<file path="src/rtl/wb_pkg.sv">
// Shared types and constants for the Wishbone burst master.
// Holds CTI encodings, the controller state enum and the latched burst descriptor.
package wb_pkg;

    localparam int unsigned ADDR_W = 32;
    localparam int unsigned DATA_W = 32;
    localparam int unsigned LEN_W  = 3;
    localparam int unsigned CNT_W  = 4;

    localparam logic [2:0] CTI_CLASSIC = 3'b000;
    localparam logic [2:0] CTI_INCR    = 3'b010;
    localparam logic [2:0] CTI_EOB     = 3'b111;

    typedef enum logic [2:0] {
        IDLE = 3'd0,
        LOAD = 3'd1,
        BUS  = 3'd2,
        GAP  = 3'd3,
        DONE = 3'd4
    } state_e;

    // Per-request attributes captured at the request handshake.
    typedef struct packed {
        logic             we;
        logic [LEN_W-1:0] len;
    } burst_t;

    // Cycle type for a beat: classic for single beats, end-of-burst on the last one.
    function automatic logic [2:0] cti_for(input logic [LEN_W-1:0] len,
                                           input logic [LEN_W-1:0] beat);
        if (len == '0) begin
            return CTI_CLASSIC;
        end else if (beat == len) begin
            return CTI_EOB;
        end else begin
            return CTI_INCR;
        end
    endfunction

endpackage

</file>
<file path="src/rtl/wb_burst_master.sv">
// Wishbone burst master: runs 1..8 beat incrementing reads or writes for a client,
// with bounded retry after RTY, abort on ERR and a one-cycle completion pulse.
module wb_burst_master
    import wb_pkg::*;
#(
    parameter int unsigned RETRY_GAP = 4,
    parameter int unsigned MAX_RETRY = 7
) (
    input  logic        clk,
    input  logic        rst,

    input  logic        req_valid,
    output logic        req_ready,
    input  logic [31:0] req_addr,
    input  logic        req_we,
    input  logic [2:0]  req_len,

    input  logic [31:0] wdat,
    input  logic        wdat_valid,
    output logic        wdat_ready,
    output logic [31:0] rdat,
    output logic        rdat_valid,
    output logic        rdat_last,

    output logic        done,
    output logic        done_err,

    output logic        CYC,
    output logic        STB,
    output logic        WE,
    output logic [31:0] ADR,
    output logic [31:0] DAT_O,
    input  logic [31:0] DAT_I,
    output logic [2:0]  CTI_O,
    input  logic        ACK,
    input  logic        ERR,
    input  logic        RTY
);

    state_e              state_q, state_d;
    burst_t              burst_q, burst_d;
    logic [LEN_W-1:0]    beat_q, beat_d;
    logic [CNT_W-1:0]    retry_q, retry_d;
    logic [CNT_W-1:0]    gap_q, gap_d;
    logic [ADDR_W-1:0]   adr_q, adr_d;
    logic [DATA_W-1:0]   dat_q, dat_d;
    logic [2:0]          cti_q, cti_d;
    logic                cyc_q, cyc_d;
    logic                req_ready_q, req_ready_d;
    logic                wdat_ready_q, wdat_ready_d;
    logic                done_q, done_d;
    logic                done_err_q, done_err_d;

    logic                last_beat;
    logic                ack_only;
    logic                unused_addr_lsb;

    assign last_beat       = (beat_q == burst_q.len);
    assign ack_only        = (state_q == BUS) && ACK && !ERR && !RTY;
    assign unused_addr_lsb = ^req_addr[1:0];

    // Next-state and next-output logic; response priority is ERR > RTY > ACK.
    always_comb begin
        state_d    = state_q;
        burst_d    = burst_q;
        beat_d     = beat_q;
        retry_d    = retry_q;
        gap_d      = gap_q;
        adr_d      = adr_q;
        dat_d      = dat_q;
        cti_d      = cti_q;
        done_d     = 1'b0;
        done_err_d = 1'b0;

        case (state_q)
            IDLE: begin
                if (req_valid && req_ready_q) begin
                    adr_d       = {req_addr[ADDR_W-1:2], 2'b00};
                    burst_d.we  = req_we;
                    burst_d.len = req_len;
                    beat_d      = '0;
                    retry_d     = '0;
                    cti_d       = cti_for(req_len, LEN_W'(0));
                    state_d     = req_we ? LOAD : BUS;
                end
            end
            LOAD: begin
                if (wdat_valid && wdat_ready_q) begin
                    dat_d   = wdat;
                    state_d = BUS;
                end
            end
            BUS: begin
                if (ERR) begin
                    done_d     = 1'b1;
                    done_err_d = 1'b1;
                    state_d    = DONE;
                end else if (RTY) begin
                    if (retry_q == CNT_W'(MAX_RETRY)) begin
                        done_d     = 1'b1;
                        done_err_d = 1'b1;
                        state_d    = DONE;
                    end else begin
                        retry_d = retry_q + CNT_W'(1);
                        gap_d   = CNT_W'(RETRY_GAP - 1);
                        state_d = GAP;
                    end
                end else if (ACK) begin
                    adr_d  = adr_q + ADDR_W'(4);
                    beat_d = beat_q + LEN_W'(1);
                    if (last_beat) begin
                        done_d  = 1'b1;
                        state_d = DONE;
                    end else begin
                        cti_d   = cti_for(burst_q.len, beat_d);
                        state_d = burst_q.we ? LOAD : BUS;
                    end
                end
            end
            GAP: begin
                if (gap_q == '0) begin
                    state_d = BUS;
                end else begin
                    gap_d = gap_q - CNT_W'(1);
                end
            end
            DONE: begin
                state_d = IDLE;
            end
            default: begin
                state_d = IDLE;
            end
        endcase

        cyc_d        = (state_d == BUS);
        req_ready_d  = (state_d == IDLE);
        wdat_ready_d = (state_d == LOAD);
    end

    // State and registered outputs; reset drops the bus immediately.
    always_ff @(posedge clk or negedge rst) begin
        if (!rst) begin
            state_q      <= IDLE;
            burst_q      <= '0;
            beat_q       <= '0;
            retry_q      <= '0;
            gap_q        <= '0;
            adr_q        <= '0;
            dat_q        <= '0;
            cti_q        <= CTI_CLASSIC;
            cyc_q        <= 1'b0;
            req_ready_q  <= 1'b0;
            wdat_ready_q <= 1'b0;
            done_q       <= 1'b0;
            done_err_q   <= 1'b0;
        end else begin
            state_q      <= state_d;
            burst_q      <= burst_d;
            beat_q       <= beat_d;
            retry_q      <= retry_d;
            gap_q        <= gap_d;
            adr_q        <= adr_d;
            dat_q        <= dat_d;
            cti_q        <= cti_d;
            cyc_q        <= cyc_d;
            req_ready_q  <= req_ready_d;
            wdat_ready_q <= wdat_ready_d;
            done_q       <= done_d;
            done_err_q   <= done_err_d;
        end
    end

    assign req_ready  = req_ready_q;
    assign wdat_ready = wdat_ready_q;
    assign done       = done_q;
    assign done_err   = done_err_q;

    assign CYC   = cyc_q;
    assign STB   = cyc_q;
    assign WE    = burst_q.we;
    assign ADR   = adr_q;
    assign DAT_O = dat_q;
    assign CTI_O = cti_q;

    // Read data passes straight through in the ACK cycle; the client cannot stall it.
    assign rdat       = DAT_I;
    assign rdat_valid = ack_only && !burst_q.we;
    assign rdat_last  = rdat_valid && last_beat;

endmodule

</file>
<file path="config.mk">
export PLATFORM = sky130hd
export DESIGN_NAME = wb_burst_master
export DESIGN_NICKNAME = d
export VERILOG_FILES = /design/src/rtl/wb_pkg.sv /design/src/rtl/wb_burst_master.sv
export SDC_FILE = /design/constraint.sdc
export NUM_CORES = 1
export LEC_CHECK = 0
export ABC_CLOCK_PERIOD_IN_PS = 3570
export BUFFER_PORTS_ARGS = -buffer_cell sky130_fd_sc_hd__buf_2
export CORE_MARGIN = 3
export CORE_UTILIZATION = 40
export CTS_CLUSTER_DIAMETER = 50
export DETAILED_ROUTE_END_ITERATION = 10
export GPL_TIMING_DRIVEN = 1
export MAX_ROUTING_LAYER = met4
export PLACE_DENSITY = 0.69
export REMOVE_ABC_BUFFERS = 1
export SKIP_LAST_GASP = 1
export SYNTH_ARGS = -nofsm -noshare
export SYNTH_HDL_FRONTEND = slang
export SYNTH_SLANG_ARGS = --single-unit
</file>
<file path="constraint.sdc">
create_clock -name clk -period 3.57 [get_ports clk]
set_input_delay 0.714 -clock clk [delete_from_list [all_inputs] [get_ports clk]]
set_output_delay 0.714 -clock clk [all_outputs]
set_load 0.02 [all_outputs]
</file>
==> results.txt <==
worst path required time = 2860 ps
first-pass GRT wire length = 21,400 um
total die area = 12,900 sq um
drt initial violations = 327
pwr dens = 899 nW/um^2
fillcell total = 1,032
total grt overflow = 0
initial core utilization = 0.418
Reg2Reg Depth = 5
hold_ws = 483 ps
RSZ-0062 raised after global routing = false
post-synth cell types = 63
Finished Cell Area = 5560 sq um
clk buf depth = 2
PostCTS Resize Cnt = 0
CP Cell Sequence = or3b_1 > or3_1 > nor3_1 > buf_2
post-synthesis register bit count = 87
clk_skew = 8.13 ps
synth warn = 0
Commonest cells post-synth = dfrtp_1 (87), nand2_1 (43), buf_4 (36)
combinational power share = 0.433
clock sink count = 87
postcts setup bufs = 0
die height = 113 um
DR vias = 3,968
setup TNS = 0 ps
crit end category = output port
cts hold-fix bufs = 0
relative slew slack = 0.342
TritonCTS Buffers = 9
most common cell in the netlist = dfrtp_1
Fin. Hold Viols = 0
setup violators final = 0
core area = 11,000 sq um
Synth area leader = dfrtp_1
Detail Route Antenna Nets = 0
Worst Hold Class = input pin to async pin
Horiz. Die Dim = 113 um
status = finished, final reports clean
DR WL/cell = 19.5 um
GPL Wtd Cong = 0.827
synthesized area = 4610 sq um
synth top area cells = dfrtp_1 (47%), mux2_2 (8.3%), buf_4 (5.9%)
crit share post-route = 0.842
CP peak stage delay = 600 ps
CP max FO = 10
Syn-to-layout area delta = 20.7%
row count = 38
post-layout util = 0.504
htree depth = 3
clk slew on worst S/H paths = 70 ps
layout cells sized above 1 = 0.384
sw frac = 0.426
Global Route Usage Sum = 0.221
Top FF cell, synth = dfrtp_1
Psw = 0.00213 W
Slew @ Worst Pin = 973 ps
Clock Latency Late Sink = 340 ps
top cell type's share of synthesized area = 0.472
number of detailed-route iterations in the first pass = 5
vias in the first global route = 3,984
share of power burned in registers = 0.370
number of remaining DRC errors = 0
ys async rst share = 1.00
area post-placement = 5250 sq um
Crit path arrival time = 2290 ps
Ports = 215
Max-Cap Viols = 0
CP bufs+invs = 1
CP delay by family, top = simple AND/OR/NAND/NOR gates
fin crit period = 3010 ps
critical path class = flop to output port
pin count of the biggest net entering global routing = 68
Avg Inst Size Synth = 10.0 sq um
fmax = 333 MHz
antenna fix cells = 0
clock share of power = 0.197
drt total wl = 13,900 um
Syn Inst Count = 459
number of synthesized flops with an enable pin = 0
DPL Wire Length = 10,300 um
fin nets = 680
CTS tree = done
CTS root buf = clkbuf_16
capturing point of the worst reg2reg path = ADR[29]
FF-to-FF setup slack = 1080 ps
antenna violations before repair = 0
slowest stage cell, crit path = or3_1
Internal = 0.00287 W
vias per cell = 5.57
Slew Viols, Final = 0
Buffers on Ports = 146
Worst VDD drop = 0.379 mV
Startpoint Class = flop
reg2reg start = state_q[1]
Lkg Pwr = 2.59 nW
register area share after synthesis = 0.472
## cell usage in the layout (no fill, tap or decap), types with 3 or more instances in the layout
| cell type | synthesis | layout |
|---|---|---|
| buf_2 | 3 | 145 |
| dfrtp_1 | 87 | 87 |
| nand2_1 | 43 | 43 |
| mux2_2 | 34 | 34 |
| nor2_1 | 29 | 28 |
| a21oi_1 | 22 | 22 |
| o21ai_0 | 19 | 19 |
| nor3_1 | 18 | 18 |
| nand3_1 | 16 | 16 |
| buf_4 | 36 | 12 |
| or3_1 | 11 | 11 |
| a211oi_1 | 9 | 9 |
| clkbuf_16 | 0 | 9 |
| xor2_1 | 8 | 8 |
| and3_1 | 8 | 8 |
| o22ai_1 | 7 | 7 |
| nand4_1 | 7 | 7 |
| inv_1 | 5 | 5 |
| and4_1 | 5 | 5 |
| a311oi_1 | 5 | 5 |
| ha_1 | 5 | 5 |
| a31oi_1 | 4 | 4 |
| a2bb2oi_1 | 4 | 4 |
| o22a_1 | 4 | 4 |
| or4_1 | 3 | 3 |
| nor3b_1 | 4 | 3 |
| o32ai_1 | 3 | 3 |
## through the flow
stage / std cells / setup WS (ps) / total power, W
after CTS: 713 / 571 / 0.00504
final: 713 / 563 / 0.00500
after floorplan: 400 / 112 / 0.00320
after global placement: 697 / 857 / 0.00396
after global routing: 713 / 449 / 0.00532
after detailed placement: 697 / 823 / 0.00405
## flip-flops by register name (all words and copies together), names as in the netlist
register and cells:
req_ready 1, state_q 3, CYC 1, done_err 1, DAT_O 32, wdat_ready 1
CTI_O 2, ADR 30, burst_q 3, gap_q 4, WE 1, retry_q 4
done 1, beat_q 3
## metal layers
layer  vias to the layer above  share of wire  track usage
met4                         0          0.014       0.0681
met3                        17          0.091       0.0850
li1                       1862              -            -
met2                       174           0.46        0.317
met5                         -              0            -
met1                      1915           0.44        0.289
## cells by family (layout without fill, tap and decap cells)
logic type / count (synthesis) / in the layout / synth area share
buf+inv: 65 / 178 / 0.0847
other cells: 1 / 2 / 0.000813
fa+ha+maj: 5 / 5 / 0.0136
flops: 87 / 87 / 0.472
mux: 36 / 36 / 0.0874
compound gates: 96 / 96 / 0.140
simple gates: 160 / 160 / 0.184
xor+xnor: 9 / 9 / 0.0171
## how the worst max path moves through the flow
stage	start	to	slack (ps)	cells past startpoint
after floorplan	state_q[2]	CTI_O[1]	110	4
after global placement	RTY	rdat_last	860	5
after detailed placement	RTY	rdat_last	820	5
after CTS	state_q[1]	rdat_last	570	4
after global routing	state_q[1]	rdat_last	450	4
final	state_q[1]	rdat_last	560	4
## layout make-up
| cell class | instances | area, sq um | area share |
|---|---|---|---|
| clock buffer | 11 | 253 | 0.0454 |
| clock inverter | 5 | 63.8 | 0.0115 |
| inverter | 5 | 18.8 | 0.00337 |
| multi-input combinational | 308 | 2060 | 0.370 |
| sequential | 87 | 2180 | 0.391 |
| tap | 140 | 175 | 0.0315 |
| timing repair buffer | 157 | 816 | 0.147 |
## power groups by stage
stage	registers, W	logic (W)	clock network, W
3_3_place_gp	0.00183	0.00212	0
2_1_floorplan	0.00227	0.000936	0
5_1_grt	0.00192	0.00234	0.00105
3_5_place_dp	0.00186	0.00218	0
4_1_cts	0.00185	0.00219	0.00101
6_report	0.00185	0.00217	0.000985
Note: power is estimated with default switching activity, not from simulation.
